`src/rtl/sd_cmd_engine.sv`:
```
`default_nettype none
// ============================================================================
// Module   : sd_cmd_engine
// Purpose  : SD-card SPI-mode command engine. Frames a 48-bit command
//            (start/transmission bits, index, argument, CRC7, end bit), sends
//            it a byte at a time to the SPI byte shifter over a four-phase
//            SendReq/SendAck handshake, then clocks 0xFF fill bytes to poll
//            for and capture an R1/R3/R7 response with a bounded NCR timeout.
// Ports    : Clk, nReset              - clock, async active-low reset
//            SendData/SendReq/SendAck - byte handshake towards the shifter
//            RecvData                 - byte received in the same transfer
//            Command/Args/CRC/RespBytes - command request fields
//            CmdSend/CmdAck           - four-phase command handshake
//            Busy, Timeout, Resp      - status and captured response
// Config   : define SD_CMD_CRC_GEN_EN to generate CRC7 internally; otherwise
//            the CRC input port supplies the frame checksum.
// Revision : 1.0 - initial release
// ============================================================================
module sd_cmd_engine #(
    parameter int PRE_FF   = 1,
    parameter int MAX_RESP = 5,
    parameter int NCR_MAX  = 8
) (
    input  logic                  Clk,
    input  logic                  nReset,
    output logic [7:0]            SendData,
    output logic                  SendReq,
    input  logic                  SendAck,
    input  logic [7:0]            RecvData,
    input  logic [5:0]            Command,
    input  logic [31:0]           Args,
    input  logic [6:0]            CRC,
    input  logic [3:0]            RespBytes,
    input  logic                  CmdSend,
    output logic                  CmdAck,
    output logic                  Busy,
    output logic                  Timeout,
    output logic [8*MAX_RESP-1:0] Resp
);

    typedef enum logic [3:0] {
        IDLE, LOAD, PRE, XFER_REQ, XFER_WAIT, NEXT, POLL, RESP, DONE
    } state_t;

    localparam logic [3:0] PRE_CNT  = 4'(PRE_FF);
    localparam logic [3:0] RESP_MAX = 4'(MAX_RESP);
    localparam logic [7:0] NCR_LIM  = 8'(NCR_MAX);

    state_t      state;
    state_t      phase;     // which sending phase NEXT returns to: PRE, POLL or RESP
    logic [5:0]  cmd_q;
    logic [31:0] arg_q;
    logic [3:0]  pre_cnt;
    logic [2:0]  byte_idx;  // frame bytes already handed to XFER
    logic [7:0]  poll_cnt;
    logic [3:0]  resp_idx;
    logic [3:0]  resp_len;
    logic [7:0]  tx_byte;
    logic [7:0]  rx_byte;
    logic [6:0]  crc7;
    logic [7:0]  frame_byte;
    logic [7:0]  poll_next;

    function automatic logic [6:0] crc7_calc(input logic [39:0] data);
        logic [6:0] c;
        logic       fb;
        c = '0;
        for (int i = 39; i >= 0; i--) begin
            fb = c[6] ^ data[i];
            c  = {c[5:0], 1'b0} ^ (fb ? 7'h09 : 7'h00);
        end
        return c;
    endfunction

`ifdef SD_CMD_CRC_GEN_EN
    logic crc_port_unused;
    assign crc_port_unused = ^CRC;
    assign crc7 = crc7_calc({2'b01, cmd_q, arg_q});
`else
    logic [6:0] crc_q;
    assign crc7 = crc_q;
`endif

    always_comb begin
        case (byte_idx)
            3'd0:    frame_byte = {2'b01, cmd_q};
            3'd1:    frame_byte = arg_q[31:24];
            3'd2:    frame_byte = arg_q[23:16];
            3'd3:    frame_byte = arg_q[15:8];
            3'd4:    frame_byte = arg_q[7:0];
            default: frame_byte = {crc7, 1'b1};
        endcase
    end

    // Saturating poll count so a large NCR_MAX can never wrap to zero.
    assign poll_next = (poll_cnt == 8'hFF) ? 8'hFF : poll_cnt + 8'd1;

    always_ff @(posedge Clk or negedge nReset) begin
        if (!nReset) begin
            state    <= IDLE;
            phase    <= PRE;
            cmd_q    <= '0;
            arg_q    <= '0;
`ifndef SD_CMD_CRC_GEN_EN
            crc_q    <= '0;
`endif
            pre_cnt  <= '0;
            byte_idx <= '0;
            poll_cnt <= '0;
            resp_idx <= '0;
            resp_len <= '0;
            tx_byte  <= 8'hFF;
            rx_byte  <= 8'hFF;
            SendData <= 8'hFF;
            SendReq  <= 1'b0;
            CmdAck   <= 1'b0;
            Busy     <= 1'b0;
            Timeout  <= 1'b0;
            Resp     <= '0;
        end else begin
            case (state)
                IDLE: begin
                    if (CmdSend) state <= LOAD;
                end
                LOAD: begin
                    cmd_q    <= Command;
                    arg_q    <= Args;
`ifndef SD_CMD_CRC_GEN_EN
                    crc_q    <= CRC;
`endif
                    resp_len <= (RespBytes == 4'd0 || RespBytes > RESP_MAX) ? RESP_MAX : RespBytes;
                    Resp     <= '0;
                    Timeout  <= 1'b0;
                    Busy     <= 1'b1;
                    CmdAck   <= 1'b1;
                    pre_cnt  <= '0;
                    poll_cnt <= '0;
                    resp_idx <= '0;
                    phase    <= PRE;
                    if (PRE_FF > 0) begin
                        byte_idx <= 3'd0;
                        state    <= PRE;
                    end else begin
                        // No fill bytes: byte 0 comes straight from the inputs
                        // being latched on this same edge.
                        tx_byte  <= {2'b01, Command};
                        byte_idx <= 3'd1;
                        state    <= XFER_REQ;
                    end
                end
                PRE: begin
                    if (pre_cnt < PRE_CNT) begin
                        tx_byte <= 8'hFF;
                        pre_cnt <= pre_cnt + 4'd1;
                    end else begin
                        tx_byte  <= frame_byte;
                        byte_idx <= byte_idx + 3'd1;
                    end
                    state <= XFER_REQ;
                end
                POLL, RESP: begin
                    tx_byte <= 8'hFF;
                    state   <= XFER_REQ;
                end
                XFER_REQ: begin
                    if (!SendAck) begin
                        SendData <= tx_byte;
                        SendReq  <= 1'b1;
                        state    <= XFER_WAIT;
                    end
                end
                XFER_WAIT: begin
                    if (SendAck) begin
                        SendReq <= 1'b0;
                        rx_byte <= RecvData;
                        state   <= NEXT;
                    end
                end
                NEXT: begin
                    case (phase)
                        PRE: begin
                            if (byte_idx == 3'd6) begin
                                phase <= POLL;
                                state <= POLL;
                            end else begin
                                state <= PRE;
                            end
                        end
                        POLL: begin
                            if (!rx_byte[7]) begin
                                Resp[8*MAX_RESP-1 -: 8] <= rx_byte;
                                resp_idx <= 4'd1;
                                if (resp_len == 4'd1) begin
                                    SendData <= 8'hFF;
                                    state    <= DONE;
                                end else begin
                                    phase <= RESP;
                                    state <= RESP;
                                end
                            end else begin
                                poll_cnt <= poll_next;
                                if (poll_next >= NCR_LIM) begin
                                    Timeout  <= 1'b1;
                                    SendData <= 8'hFF;
                                    state    <= DONE;
                                end else begin
                                    state <= POLL;
                                end
                            end
                        end
                        default: begin
                            for (int i = 1; i < MAX_RESP; i++) begin
                                if (resp_idx == 4'(i)) Resp[8*(MAX_RESP-1-i) +: 8] <= rx_byte;
                            end
                            resp_idx <= resp_idx + 4'd1;
                            if (resp_idx + 4'd1 == resp_len) begin
                                SendData <= 8'hFF;
                                state    <= DONE;
                            end else begin
                                state <= RESP;
                            end
                        end
                    endcase
                end
                DONE: begin
                    if (!CmdSend && !SendAck) begin
                        CmdAck <= 1'b0;
                        Busy   <= 1'b0;
                        state  <= IDLE;
                    end
                end
                default: state <= IDLE;
            endcase
        end
    end

endmodule
`default_nettype wire

```
`config.mk`:
```
export PLATFORM = sky130hd
export DESIGN_NAME = sd_cmd_engine
export DESIGN_NICKNAME = d
export VERILOG_FILES = /design/src/rtl/sd_cmd_engine.sv
export SDC_FILE = /design/constraint.sdc
export NUM_CORES = 1
export LEC_CHECK = 0
export BUFFER_PORTS_ARGS = -buffer_cell sky130_fd_sc_hd__buf_2
export CORE_MARGIN = 3
export CORE_UTILIZATION = 62
export CTS_BUF_LIST = sky130_fd_sc_hd__clkbuf_8
export DETAILED_ROUTE_END_ITERATION = 10
export HOLD_SLACK_MARGIN = 0.05
export PLACE_DENSITY = 0.88
export SYNTH_ARGS = -nofsm -noshare
export SYNTH_HDL_FRONTEND = slang
export SYNTH_SLANG_ARGS = --single-unit
```
`constraint.sdc`:
```
create_clock -name Clk -period 4.66 [get_ports Clk]
set_clock_uncertainty 0.1 [all_clocks]
set_input_delay 0.932 -clock Clk [delete_from_list [all_inputs] [get_ports Clk]]
set_output_delay 0.932 -clock Clk [all_outputs]
set_load 0.1 [all_outputs]
```
==> qor.yml <==
status:
  status: "complete, no violations"
floorplan:
  die_area_um2: 11640
  die_h_um: 107.9
  start_util: 0.6467
  row_count: 36
  core_um2: 9955
  fp.dieW_um: 107.9
  io_pins: 113
route:
  drc_errors: 0
  routed_wl_um: 15320
  vias_per_cell: 6.014
  ant_nets: 0
  drt_iter0_drc: 479
  drt_first_pass_iters: 5
  via_count: 5010
  routedWlPerCell_um: 18.40
power:
  p_leak_nw: 3.331
  combPwrFrac: 0.375
  power_w: 0.004431
  pwr_density_cell_nw_per_um2: 600.6
  p_sw_frac: 0.4211
  internal_power_w: 0.002565
  power_frac_clock: 0.194
  p_seq_frac: 0.431
  vdd_drop_max_v: 0.0003663
  netSwitchingPower_w: 0.001866
setup_path:
  slowest_stage: "nor2_4"
  critPathLaunch: "state[0]"
  crit_path_end: "cmd_q[3]"
  r2r-end: "cmd_q[3]"
  r2r_setup_slack_ns: 1.74
  start_kind: "flop"
  crit_type: "reg2reg"
  critPathMaxFanout: 34
  max_stage_delay_ns: 0.74
  cp.arrival_ns: 3.16
  ff2ff_path_depth: 4
  cp-end-kind: "flop"
  timing.rr.start: "state[0]"
  crit_chain: "or3b_1 > nor2_4 > buf_4 > mux2_2"
  required_ns: 4.90
synth:
  synth_commonest_cells: "dfrtp_1, nand2_1, mux2_2, nor2_1, a21oi_1"
  yosys.area.top_type: "dfrtp_1"
  yosys.area_share.adder: 0.02332
  ys.flop_type: "dfrtp_1"
  ys_seq_elements: 140
  ys_seq_area_frac: 0.5489
  synth_top_family_by_area: "compound AO/OA/AOI/OAI gates"
  ys_types: 66
  syn-cell-area_um2: 6437
  syn_nets: 660
  synth_xor_area_frac: 0.01438
  yosysMostFrequentCell: "dfrtp_1"
  synth_compound_area_frac: 0.1662
  synth-edff-count: 0
  yosys-top-cells-area: "dfrtp_1, dfstp_2, mux2_2, nand2_1, a21oi_1"
  syn_area_per_cell_um2: 10.97
  synthArstFlopShare: 1.000
  ys_warn_count: 0
  synth_mux_area_frac: 0.09446
  yosys.area.top_type_share: 0.4509
  netlist_instances: 587
  synth-simple-area-share: 0.1197
cts:
  cts_resized: 0
  root_buffer: "clkbuf_8"
  post_cts_buffers: 0
  clock_sinks: 140
  clk_pin_slew_ns: 0.09
  cts_tree: "built"
  h-tree-depth: 4
  numCtsBuffers: 17
  clk_path_buf_depth: 2
  clkLatencyLatePin_ns: 0.46
  ctsHoldBuffers: 0
sta:
  maxSlewHeadroom: 0.3365
  slew_viol_final: 0
  fmax_mhz: 341.9
  final.setup.tns_ns: 0
  finalHoldViolations: 0
  tightestPinTransition_ns: 0.9877
  layout_min_cycle_time_ns: 2.925
  period_share: 0.6276
  rsz0062_at_grt: "no"
  finalSetupViolCount: 0
grt:
  antenna_found_initial: 0
  grt_max_degree: 89
  overflow: 0
  grt_util_all_layers: 0.2778
  grt_pass1_wl_um: 24700
  grt_pass1_vias: 5059
placement:
  hpwl_um: 10710
  io_buffer_count: 111
  place.gp.congestion: 0.8944
  dpl.cell_count: 801
finish:
  finalNetCount: 760
  diodes: 0
  drive_gt1_frac: 0.3271
  finalNonFillerCells: 833
  synthToLayoutAreaGrowth_pct: 14.60
min_path:
  holdCritPathClass: "reg2reg"
  whs_path_depth: 2
job:
  max-cap-violations: 0
layout by cell type (no fill, tap or decap), types with 3 or more instances in the layout:
cell type and instances:
mux2_1 10, o211ai_1 3, o21ai_2 5, ha_1 12, a22o_1 5, a31oi_1 4, nand2_1 64, buf_2 110
xnor2_1 4, inv_1 15, a21o_1 4, a22oi_1 3, a211oi_1 11, a222oi_1 5, o21ai_0 28, nor3_1 11
a221oi_1 7, nand3_1 12, clkinvlp_4 6, a21oi_1 34, nor2b_1 6, dfstp_2 24, and2_1 4, clkbuf_8 18
o21ai_1 33, xor2_1 4, and3_1 3, dfrtp_1 116, mux2_2 44, nor2_1 44, nand2b_1 4
final cells by class:
cell class / instances / area [µm²]
Fill cell: 664 / 2577
Tap cell: 133 / 166.4
Clock buffer: 18 / 247.7
Clock inverter: 14 / 100.1
Inverter: 13 / 48.80
Multi-Input combinational cell: 402 / 2695
Timing Repair Buffer: 113 / 585.6
Sequential cell: 140 / 3533
routing by layer:
| metal | routed length (µm) | vias to the layer above | share of wire | GRT usage |
|---|---|---|---|---|
| li1 | - | 2307 | - | - |
| met1 | 6426 | 2448 | 0.42 | 0.3546 |
| met2 | 7516 | 217 | 0.49 | 0.4529 |
| met3 | 990 | 38 | 0.065 | 0.07678 |
| met4 | 391 | 0 | 0.026 | 0.1055 |
| met5 | 0 | - | 0 | 0 |
sequential cells by signal, indices dropped and copies added, names as in the netlist, 4 cells and up:
register / count
Resp: 39
arg_q: 32
SendData: 8
poll_cnt: 8
rx_byte: 8
tx_byte: 8
crc7: 7
cmd_q: 6
pre_cnt: 4
resp_idx: 4
resp_len: 4
state: 4
worst min-delay path by stage:
| stage | to | start |
|---|---|---|
| floorplan | cmd_q[5] | cmd_q[5] |
| global placement | Resp[38] | Resp[38] |
| detailed placement | Resp[37] | Resp[37] |
| global route | Resp[14] | Resp[14] |
| finish | Resp[37] | Resp[37] |
| CTS | Resp[37] | Resp[37] |
worst max-delay path, delay by kind of cell (launching register included):
family,cells,cell delay [ns]
mux,1,0.38
flops,1,0.60
simple gates,2,1.29
buf+inv,1,0.42
cell families (layout without fill, tap and decap cells):
logic type / count (synthesis) / in the layout
buffers and inverters: 45 / 158
adder cells (fa/ha/maj): 12 / 12
flip-flops: 140 / 140
multiplexers: 54 / 54
AND/OR/NAND/NOR: 164 / 164
AO/OA/AOI/OAI: 162 / 162
XOR/XNOR: 9 / 9
other: 1 / 1
power by group through the flow:
stage          combinational [W]  sequential (W)  clock [W]
6_report                 0.00166         0.00191   0.000861
5_1_grt                  0.00178         0.00195   0.000930
4_1_cts                  0.00166         0.00190   0.000866
3_5_place_dp             0.00163         0.00192          0
3_3_place_gp             0.00156         0.00189          0
2_1_floorplan            0.00100         0.00217          0
stage by stage:
step / util / area [µm²] / hold WS (ns) / setup WS, ns
after floorplan: - / 6437 / 0.3577 / 2.277
after global placement: 0.7061 / 7029 / 0.3578 / 1.885
after detailed placement: 0.7061 / 7029 / 0.3671 / 1.789
after CTS: 0.7411 / 7377 / 0.3832 / 1.767
after global routing: 0.7411 / 7377 / 0.4074 / 1.627
final: 0.7411 / 7377 / 0.3806 / 1.735
No activity file was read; power rests on OpenSTA's default activity.
